<file path="src/rtl/instr_fetch_unit_pkg.sv">
// Shared fetch definitions: next-PC select encodings, ROM map and fault predicate.
// The decoder and hazard unit drive npc_sel with these same encodings.
package instr_fetch_unit_pkg;

   typedef enum logic [1:0] {
      NpcSeq = 2'd0,
      NpcBr  = 2'd1,
      NpcJ   = 2'd2,
      NpcJr  = 2'd3
   } npc_sel_e;

   localparam logic [31:0] PcReset = 32'h0000_3000;
   localparam logic [31:0] ImBase  = 32'h0000_3000;
   localparam int unsigned ImWords = 2048;
   localparam logic [31:0] NopWord = 32'h0000_0000;
   localparam logic [31:0] ImLast  = ImBase + 32'(4 * ImWords) - 32'd4;

   function automatic logic is_fetch_fault(input logic [31:0] pc);
      return (pc[1:0] != 2'b00) || (pc < ImBase) || (pc > ImLast);
   endfunction

endpackage

</file>
<file path="src/rtl/instr_fetch_unit_npc_calc.sv">
// Combinational next-PC selection. Redirect targets are relative to pc_d (the
// instruction in D) so the delay-slot instruction in F is still captured.
module instr_fetch_unit_npc_calc
   import instr_fetch_unit_pkg::*;
(
   input  logic [31:0] pc_i,
   input  logic [31:0] pc_d_i,
   input  logic [1:0]  npc_sel_i,
   input  logic        br_taken_i,
   input  logic [15:0] imm16_i,
   input  logic [25:0] instr_index_i,
   input  logic [31:0] jr_target_i,
   output logic [31:0] npc_o
);

   logic [31:0] seq_pc;
   logic [31:0] br_pc;
   logic [31:0] j_pc;

   assign seq_pc = pc_i + 32'd4;
   assign br_pc  = pc_d_i + 32'd4 + {{14{imm16_i[15]}}, imm16_i, 2'b00};
   assign j_pc   = {pc_d_i[31:28], instr_index_i, 2'b00};

   always_comb begin
      npc_o = seq_pc;
      unique case (npc_sel_e'(npc_sel_i))
         NpcSeq:  npc_o = seq_pc;
         NpcBr:   npc_o = br_taken_i ? br_pc : seq_pc;
         NpcJ:    npc_o = j_pc;
         NpcJr:   npc_o = jr_target_i;
         default: npc_o = seq_pc;
      endcase
   end

endmodule

</file>
<file path="src/rtl/instr_fetch_unit.sv">
// Instruction fetch: owns the PC, addresses the combinational ROM and loads IF/ID.
// Faulting fetches inject a NOP with a fault flag; the PC keeps advancing.
module instr_fetch_unit
   import instr_fetch_unit_pkg::*;
(
   input  logic        clk_i,
   input  logic        reset_i,
   input  logic        stall_i,
   input  logic [1:0]  npc_sel_i,
   input  logic        br_taken_i,
   input  logic [15:0] imm16_i,
   input  logic [25:0] instr_index_i,
   input  logic [31:0] jr_target_i,
   output logic [12:2] im_addr_o,
   input  logic [31:0] im_dout_i,
   output logic [31:0] instr_d_o,
   output logic [31:0] pc_d_o,
   output logic [31:0] pc8_d_o,
   output logic        fetch_fault_d_o
);

   logic [31:0] pc_q, pc_d;
   logic [31:0] ifid_instr_q, ifid_instr_d;
   logic [31:0] ifid_pc_q, ifid_pc_d;
   logic        ifid_fault_q, ifid_fault_d;
   logic [31:0] npc;
   logic        fetch_fault;

   instr_fetch_unit_npc_calc u_npc_calc (
      .pc_i          (pc_q),
      .pc_d_i        (ifid_pc_q),
      .npc_sel_i     (npc_sel_i),
      .br_taken_i    (br_taken_i),
      .imm16_i       (imm16_i),
      .instr_index_i (instr_index_i),
      .jr_target_i   (jr_target_i),
      .npc_o         (npc)
   );

   assign fetch_fault = is_fetch_fault(pc_q);

   // A stall simply holds everything; control re-presents any redirect afterwards.
   always_comb begin
      pc_d         = pc_q;
      ifid_instr_d = ifid_instr_q;
      ifid_pc_d    = ifid_pc_q;
      ifid_fault_d = ifid_fault_q;
      if (!stall_i) begin
         pc_d         = npc;
         ifid_instr_d = fetch_fault ? NopWord : im_dout_i;
         ifid_pc_d    = pc_q;
         ifid_fault_d = fetch_fault;
      end
   end

   always_ff @(posedge clk_i) begin
      if (reset_i) begin
         pc_q         <= PcReset;
         ifid_instr_q <= NopWord;
         ifid_pc_q    <= PcReset;
         ifid_fault_q <= 1'b0;
      end else begin
         pc_q         <= pc_d;
         ifid_instr_q <= ifid_instr_d;
         ifid_pc_q    <= ifid_pc_d;
         ifid_fault_q <= ifid_fault_d;
      end
   end

   assign im_addr_o       = pc_q[12:2];
   assign instr_d_o       = ifid_instr_q;
   assign pc_d_o          = ifid_pc_q;
   assign pc8_d_o         = ifid_pc_q + 32'd8;
   assign fetch_fault_d_o = ifid_fault_q;

endmodule
</file>
<file path="config.mk">
export PLATFORM = sky130hd
export DESIGN_NAME = instr_fetch_unit
export DESIGN_NICKNAME = d
export VERILOG_FILES = /design/src/rtl/instr_fetch_unit_pkg.sv /design/src/rtl/instr_fetch_unit_npc_calc.sv /design/src/rtl/instr_fetch_unit.sv
export SDC_FILE = /design/constraint.sdc
export NUM_CORES = 1
export LEC_CHECK = 0
export CAP_MARGIN = 25
export CORE_ASPECT_RATIO = 1.4
export CORE_MARGIN = 1.5
export CORE_UTILIZATION = 33
export CTS_CLUSTER_SIZE = 28
export DETAILED_ROUTE_END_ITERATION = 16
export PLACE_DENSITY = 0.63
export SLEW_MARGIN = 20
export SYNTH_ARGS = -nofsm -noshare
export SYNTH_HDL_FRONTEND = slang
export SYNTH_SLANG_ARGS = --single-unit
</file>
<file path="constraint.sdc">
create_clock -name clk_i -period 8.1 [get_ports clk_i]
set_clock_uncertainty 0.05 [all_clocks]
set_input_delay 1.215 -clock clk_i [delete_from_list [all_inputs] [get_ports clk_i]]
set_output_delay 1.215 -clock clk_i [all_outputs]
set_load 0.02 [all_outputs]
</file>
==> results of run 1 <==
[area by class of cell]
cell class	count	area, um2	share of cell area [%]
multi-input cells	693	4870	49.6
repair buffers	225	2220	22.7
flip-flops and latches	97	1940	19.8
well taps	297	372	3.79
clock buffers	9	225	2.29
inverters	29	109	1.11
clock inverters	7	77.6	0.790
[cell families (layout without fill, tap and decap cells)]
group                    count (synthesis)  count (layout)
multiplexers                            64              64
adder cells (fa/ha/maj)                 60              60
flip-flops                              97              97
AO/OA/AOI/OAI                          213             213
XOR/XNOR                                68              68
AND/OR/NAND/NOR                        288             288
buffers and inverters                   91             270
[final timing paths]
| kind | cells after the start | slack (ns) | to | start |
|---|---|---|---|---|
| min | 2 | 0.46 | fetch_fault_d_o$_SDFFE_PP0N_ | fetch_fault_d_o$_SDFFE_PP0N_ |
| max | 9 | 3.58 | pc8_d_o[30] | pc_d_o[5]$_SDFFE_PP0N_ |
| max reg2reg | 12 | 4.83 | pc_q[31]$_SDFFE_PP0N_ | pc_d_o[3]$_SDFFE_PP0N_ |
| min reg2reg | 2 | 0.46 | fetch_fault_d_o$_SDFFE_PP0N_ | fetch_fault_d_o$_SDFFE_PP0N_ |
[tightest hold or removal path: stages (launching register included)]
cell and delay, ns:
dfxtp_1 0.32, nor2b_1 0.11, nor3_1 0.05
[cell usage in the layout, fill, tap and decap left out, drive strengths merged, types with 6 or more instances in the layout]
cell | synthesis | layout
clkdlybuf4s50 | 0 | 216
nor2 | 102 | 102
dfxtp | 97 | 97
nand2 | 65 | 65
ha | 59 | 59
a21oi | 53 | 53
xnor2 | 51 | 51
mux2i | 39 | 39
a22oi | 34 | 34
nand3 | 31 | 31
inv | 29 | 31
o21ai | 27 | 27
mux2 | 25 | 25
a221oi | 23 | 23
nand4 | 19 | 19
nor3 | 18 | 18
xor2 | 17 | 17
a21o | 14 | 14
a211oi | 14 | 14
and3 | 13 | 13
and4 | 9 | 9
clkbuf | 35 | 9
buf | 27 | 9
a31oi | 7 | 7
nor4 | 7 | 7
or3 | 6 | 6
[registers in the layout, indices dropped and copies added (netlist names)]
register / count
fetch_fault_d_o: 1
pc_d_o: 32
pc_q: 32
instr_d_o: 32
[stage by stage]
stage / hold WS (ns) / power, mW / setup WS [ns]
after global placement: 0.437 / 0.886 / 3.50
after global routing: 0.498 / 1.38 / 3.26
final: 0.463 / 1.32 / 3.58
after CTS: 0.465 / 1.33 / 3.50
after floorplan: 0.416 / 0.751 / 4.47
after detailed placement: 0.452 / 0.889 / 3.41
[routing by layer]
| metal | part of all wire [%] | vias to the layer above |
|---|---|---|
| met1 | 42 | 3390 |
| met4 | 2.6 | 0 |
| met5 | 0 | - |
| met3 | 4.8 | 44 |
| met2 | 51 | 216 |
| li1 | - | 3558 |
[power by group through the flow]
stage | sequential [mW] | clock [mW] | combinational [mW]
detailed placement | 0.542 | 0 | 0.347
CTS | 0.531 | 0.453 | 0.349
floorplan | 0.540 | 0 | 0.211
global route | 0.535 | 0.469 | 0.379
global placement | 0.542 | 0 | 0.344
finish | 0.531 | 0.441 | 0.347
==> impl_metrics.yaml, run 1 <==
sta:
  post-route-min-period_ns: 4.52
  max_clock_freq_mhz: 221
  finalHoldViolations: 0
  timing.setup.tns_ns: 0
  report.final.setup_viol: 0
  rsz0062_at_grt: "false"
  worst_pin_slew_ns: 0.983
  maxSlewViolCount: 0
  finalCritPeriodShare_pct: 55.7
  relSlewSlack_pct: 34.4
worst_hold_path:
  hold_class: "register to register"
logic_synthesis:
  synth_top_family_by_area: "compound AO/OA/AOI/OAI gates"
  ys_warn_count: 0
  synth_fp_nets: 1053
  syn_area_mm2: 0.00728
  synth_cells: 881
  post-synth-top-count-cell: "nor2_1"
  yosys.area.top_type: "dfxtp_1"
  muxShareOfSynthArea_pct: 9.23
  yosysSeqAreaShare_pct: 26.7
  yosys.area_share.adder_pct: 10.4
  synthFlopType: "dfxtp_1"
  ys_top_cells_by_area: "dfxtp_1 (27%), ha_1 (10%), xnor2_1 (6.1%)"
  avgSynthCellArea_um2: 8.27
  synth_top_cell_area_share_pct: 26.7
  synth_common_cells: "nor2_1 (102), dfxtp_1 (97), nand2_1 (65)"
  synth.distinct_cells: 68
  synth_compound_area_share_pct: 20.2
  synth-edff-count: 0
  synth_simple_gate_area_share_pct: 18.7
  synth_xor_area_share_pct: 8.18
  ys_seq_elements: 97
  synthArstFlopShare_pct: 0
layout:
  design_area_mm2: 0.00982
  post-route-util_pct: 45.1
  nNetsFinal: 1227
  instances_no_fill: 1357
  antenna_cells: 0
  area_growth_pct: 34.8
  nFillCells: 2259
  drive_gt1_share_pct: 6.04
die:
  die_w_um: 129
  die_h_um: 179
  dieArea_mm2: 0.0230
  design.portCount: 220
  initial_utilization_pct: 33.4
  rows: 64
  core_mm2: 0.0218
clock_tree:
  holdBufCountCts: 0
  clk_latency_ns: 0.36
  cts_made_buffers: 9
  root_buffer: "clkbuf_16"
  postCtsResizedCells: 0
  clock_sinks: 97
  cts_buffer_depth: 2
  cts.clk_slew.worst_paths_ns: 0.08
  post_cts_buffers: 0
  cts_tree: "done"
  cts_max_level: 3
place:
  hpwl_um: 17000
  gp_congestion: 0.901
  placed_cell_area_mm2: 0.00951
  dp_cells: 1341
  io_buffers: 219
status:
  outcome: "completed"
grt:
  track_usage_pct: 19.9
  grt_max_degree: 69
  busiest_layer: "met2"
  use_met1_pct: 24.0
  grt_pass1_vias: 6916
  overflow: 0
  grt_util_met3_pct: 2.54
  grt_pass1_wl_um: 36100
  grt_use_met2_pct: 36.1
  antenna_found_initial: 0
critical_path:
  crit_arrival_ns: 3.25
  critPathBufInv: 1
  start_kind: "register"
  worstSetupEndpointType: "primary output"
  cpMostUsedCell: "nor2_1"
  path_class: "register to primary output"
  cp_data_required_time_ns: 6.84
  cp_slowest_cell: "clkdlybuf4s50_1"
  cp_top_family: "simple AND/OR/NAND/NOR gates"
  crit_fanout: 8
  max_stage_delay_ns: 0.62
  path_cells: "and4_1 -> nand2_1 -> nor2_1 -> nand4_1 -> nor2_1 -> nand2_1 -> nor2_1 -> xor2_1 -> clkdlybuf4s50_1"
pwr:
  ir_drop_uv: 124
  comb_power_share_pct: 26.3
  power_density_mw_per_mm2: 134
  swShare_pct: 32.8
  p_clk_share_pct: 33.4
  pwr-share-seq_pct: 40.3
  switching_power_uw: 433
  leakage_nw: 3.85
  p_int_uw: 886
run:
  maxCapViolCount: 0
drt:
  drt_iter0_markers: 383
  drc: 0
  dr_total_vias: 7208
  drtPass1Iterations: 5
  drt_wl_total_um: 23200
  viasPerCell: 5.31
  ant_nets: 0
  wl_per_cell_um: 17.1
Note: power is estimated with default switching activity, not from simulation.
==> run 2, diff against run 1 <==
clock period = 4.5 ns   (was 8.1 ns; I/O delays follow)
==> run 2 against run 1 <==
First-iteration DRC count decreased by 8.4%. Core utilization rose by 0.13 points. Routed wire length grew 0.83%. Register-to-register slack worse by 3.6 ns. Clock power increased by 81%. Sequential share of layout area fell by 0.055 points. Critical path depth unchanged. Sequential power up 80%. Critical path type unchanged. Largest cell class unchanged.
==> impl_metrics.yaml, run 2 (same netlist as run 1, synthesis figures left out) <==
die:
  design.portCount: 220
  die_w_um: 129
  rows: 64
  initial_utilization_pct: 33.4
  die_h_um: 179
  dieArea_mm2: 0.0230
  core_mm2: 0.0218
drt:
  drc: 0
  drtPass1Iterations: 6
  dr_total_vias: 7232
  ant_nets: 0
  viasPerCell: 5.31
  wl_per_cell_um: 17.2
  drt_wl_total_um: 23400
  drt_iter0_markers: 351
clock_tree:
  postCtsResizedCells: 0
  cts_made_buffers: 9
  clk_latency_ns: 0.36
  holdBufCountCts: 0
  root_buffer: "clkbuf_16"
  clock_sinks: 97
  cts_buffer_depth: 2
  cts.clk_slew.worst_paths_ns: 0.08
  cts_tree: "done"
  cts_max_level: 3
  post_cts_buffers: 0
critical_path:
  crit_start: "pc_d_o[6]$_SDFFE_PP0N_"
  max_stage_delay_ns: 0.62
  reg2reg_from: "pc_d_o[3]$_SDFFE_PP0N_"
  cp_data_required_time_ns: 3.77
  cp_top_family: "simple AND/OR/NAND/NOR gates"
  crit_fanout: 7
  path_cells: "and4_1 -> nand2_1 -> nor2_1 -> nand4_1 -> nor2_1 -> nand2_1 -> nor2_1 -> xor2_1 -> clkdlybuf4s50_1"
  worstRegToRegCells: 12
  worstSetupEndpointType: "primary output"
  rrSetupSlack_ns: 1.24
  start_kind: "register"
  path_class: "register to primary output"
  r2r_end: "pc_q[27]$_SDFFE_PP0N_"
  critPathBufInv: 1
  crit_arrival_ns: 3.22
  cpMostUsedCell: "nor2_1"
  cp_slowest_cell: "clkdlybuf4s50_1"
grt:
  overflow: 0
  grt_pass1_wl_um: 36800
  grt_max_degree: 66
  antenna_found_initial: 0
  grt_pass1_vias: 6915
  track_usage_pct: 20.3
sta:
  report.final.setup_viol: 0
  finalCritPeriodShare_pct: 87.7
  max_clock_freq_mhz: 254
  timing.setup.tns_ns: 0
  post-route-min-period_ns: 3.94
  finalHoldViolations: 0
  rsz0062_at_grt: "false"
  whs_ns: 0.460
  worst_pin_slew_ns: 0.764
  relSlewSlack_pct: 49.1
  maxSlewViolCount: 0
layout:
  antenna_cells: 0
  final_common_cell: "clkdlybuf4s50_1"
  multi_input_area_mm2: 0.00486
  instances_no_fill: 1362
  seq_area_mm2: 0.00194
  nNetsFinal: 1232
  drive_gt1_share_pct: 6.38
  layout_common_cells: "clkdlybuf4s50_1 (216), nor2_1 (101), dfxtp_1 (97), nand2_1 (65), ha_1 (59)"
  nFillCells: 2247
  area_growth_pct: 35.2
place:
  hpwl_um: 17500
  io_buffers: 219
  dp_cells: 1346
  gp_congestion: 0.885
pwr:
  power.total_mw: 2.38
  power_density_mw_per_mm2: 242
  ir_drop_uv: 158
  leakage_nw: 3.87
worst_hold_path:
  whs_endpoint: "fetch_fault_d_o$_SDFFE_PP0N_"
  hold_class: "register to register"
  hold_path_depth: 2
  hp-start: "fetch_fault_d_o$_SDFFE_PP0N_"
run:
  maxCapViolCount: 0
status:
  outcome: "completed"
-- run 2: power breakdown --
| group | internal [mW] | total, mW | switching (mW) |
|---|---|---|---|
| Sequential | 0.894 | 0.955 | 0.0618 |
| Clock | 0.392 | 0.797 | 0.405 |
| Combinational | 0.312 | 0.629 | 0.317 |
| Total | 1.60 | 2.38 | 0.784 |
-- run 2: how the worst max path moves through the flow --
stage / end / slack, ns / depth (start not counted)
2_1_floorplan: pc_q[28]$_SDFFE_PP0N_ / 1.41 / 11
3_3_place_gp: pc_q[27]$_SDFFE_PP0N_ / 0.61 / 15
3_5_place_dp: pc_q[27]$_SDFFE_PP0N_ / 0.55 / 15
4_1_cts: pc8_d_o[30] / 0.39 / 9
5_1_grt: pc8_d_o[30] / 0.20 / 9
6_report: pc8_d_o[30] / 0.56 / 9
-- run 2: area by class of cell --
type / instances / share of cell area, %
tap: 297 / 3.77
clock inverter: 7 / 0.712
multi-input combinational: 693 / 49.4
timing repair buffer: 230 / 23.0
inverter: 29 / 1.11
sequential: 97 / 19.7
clock buffer: 9 / 2.29
-- run 2: metal layers --
| layer | vias to the layer above | routed length, um | share of wire [%] | track usage (%) |
|---|---|---|---|---|
| met5 | - | 0 | 0 | 0 |
| met3 | 38 | 1170 | 5.0 | 3.76 |
| li1 | 3565 | - | - | - |
| met2 | 214 | 11900 | 51 | 36.4 |
| met4 | 0 | 656 | 2.8 | 7.44 |
| met1 | 3415 | 9670 | 41 | 23.9 |
-- run 2: worst register-to-register path: cells and delay by family (launching register included) --
kind / cells / cell delay (ns)
compound gates: 5 / 1.29
simple gates: 3 / 0.45
flops: 1 / 0.40
buf+inv: 1 / 0.06
fa+ha+maj: 3 / 0.90
-- run 2: stage by stage --
stage,area (um2),setup WS [ns],util (%)
6_report,9840,0.556,45.2
3_3_place_gp,9550,0.610,43.8
4_1_cts,9840,0.392,45.2
3_5_place_dp,9550,0.546,43.8
5_1_grt,9840,0.205,45.2
2_1_floorplan,7280,1.41,-
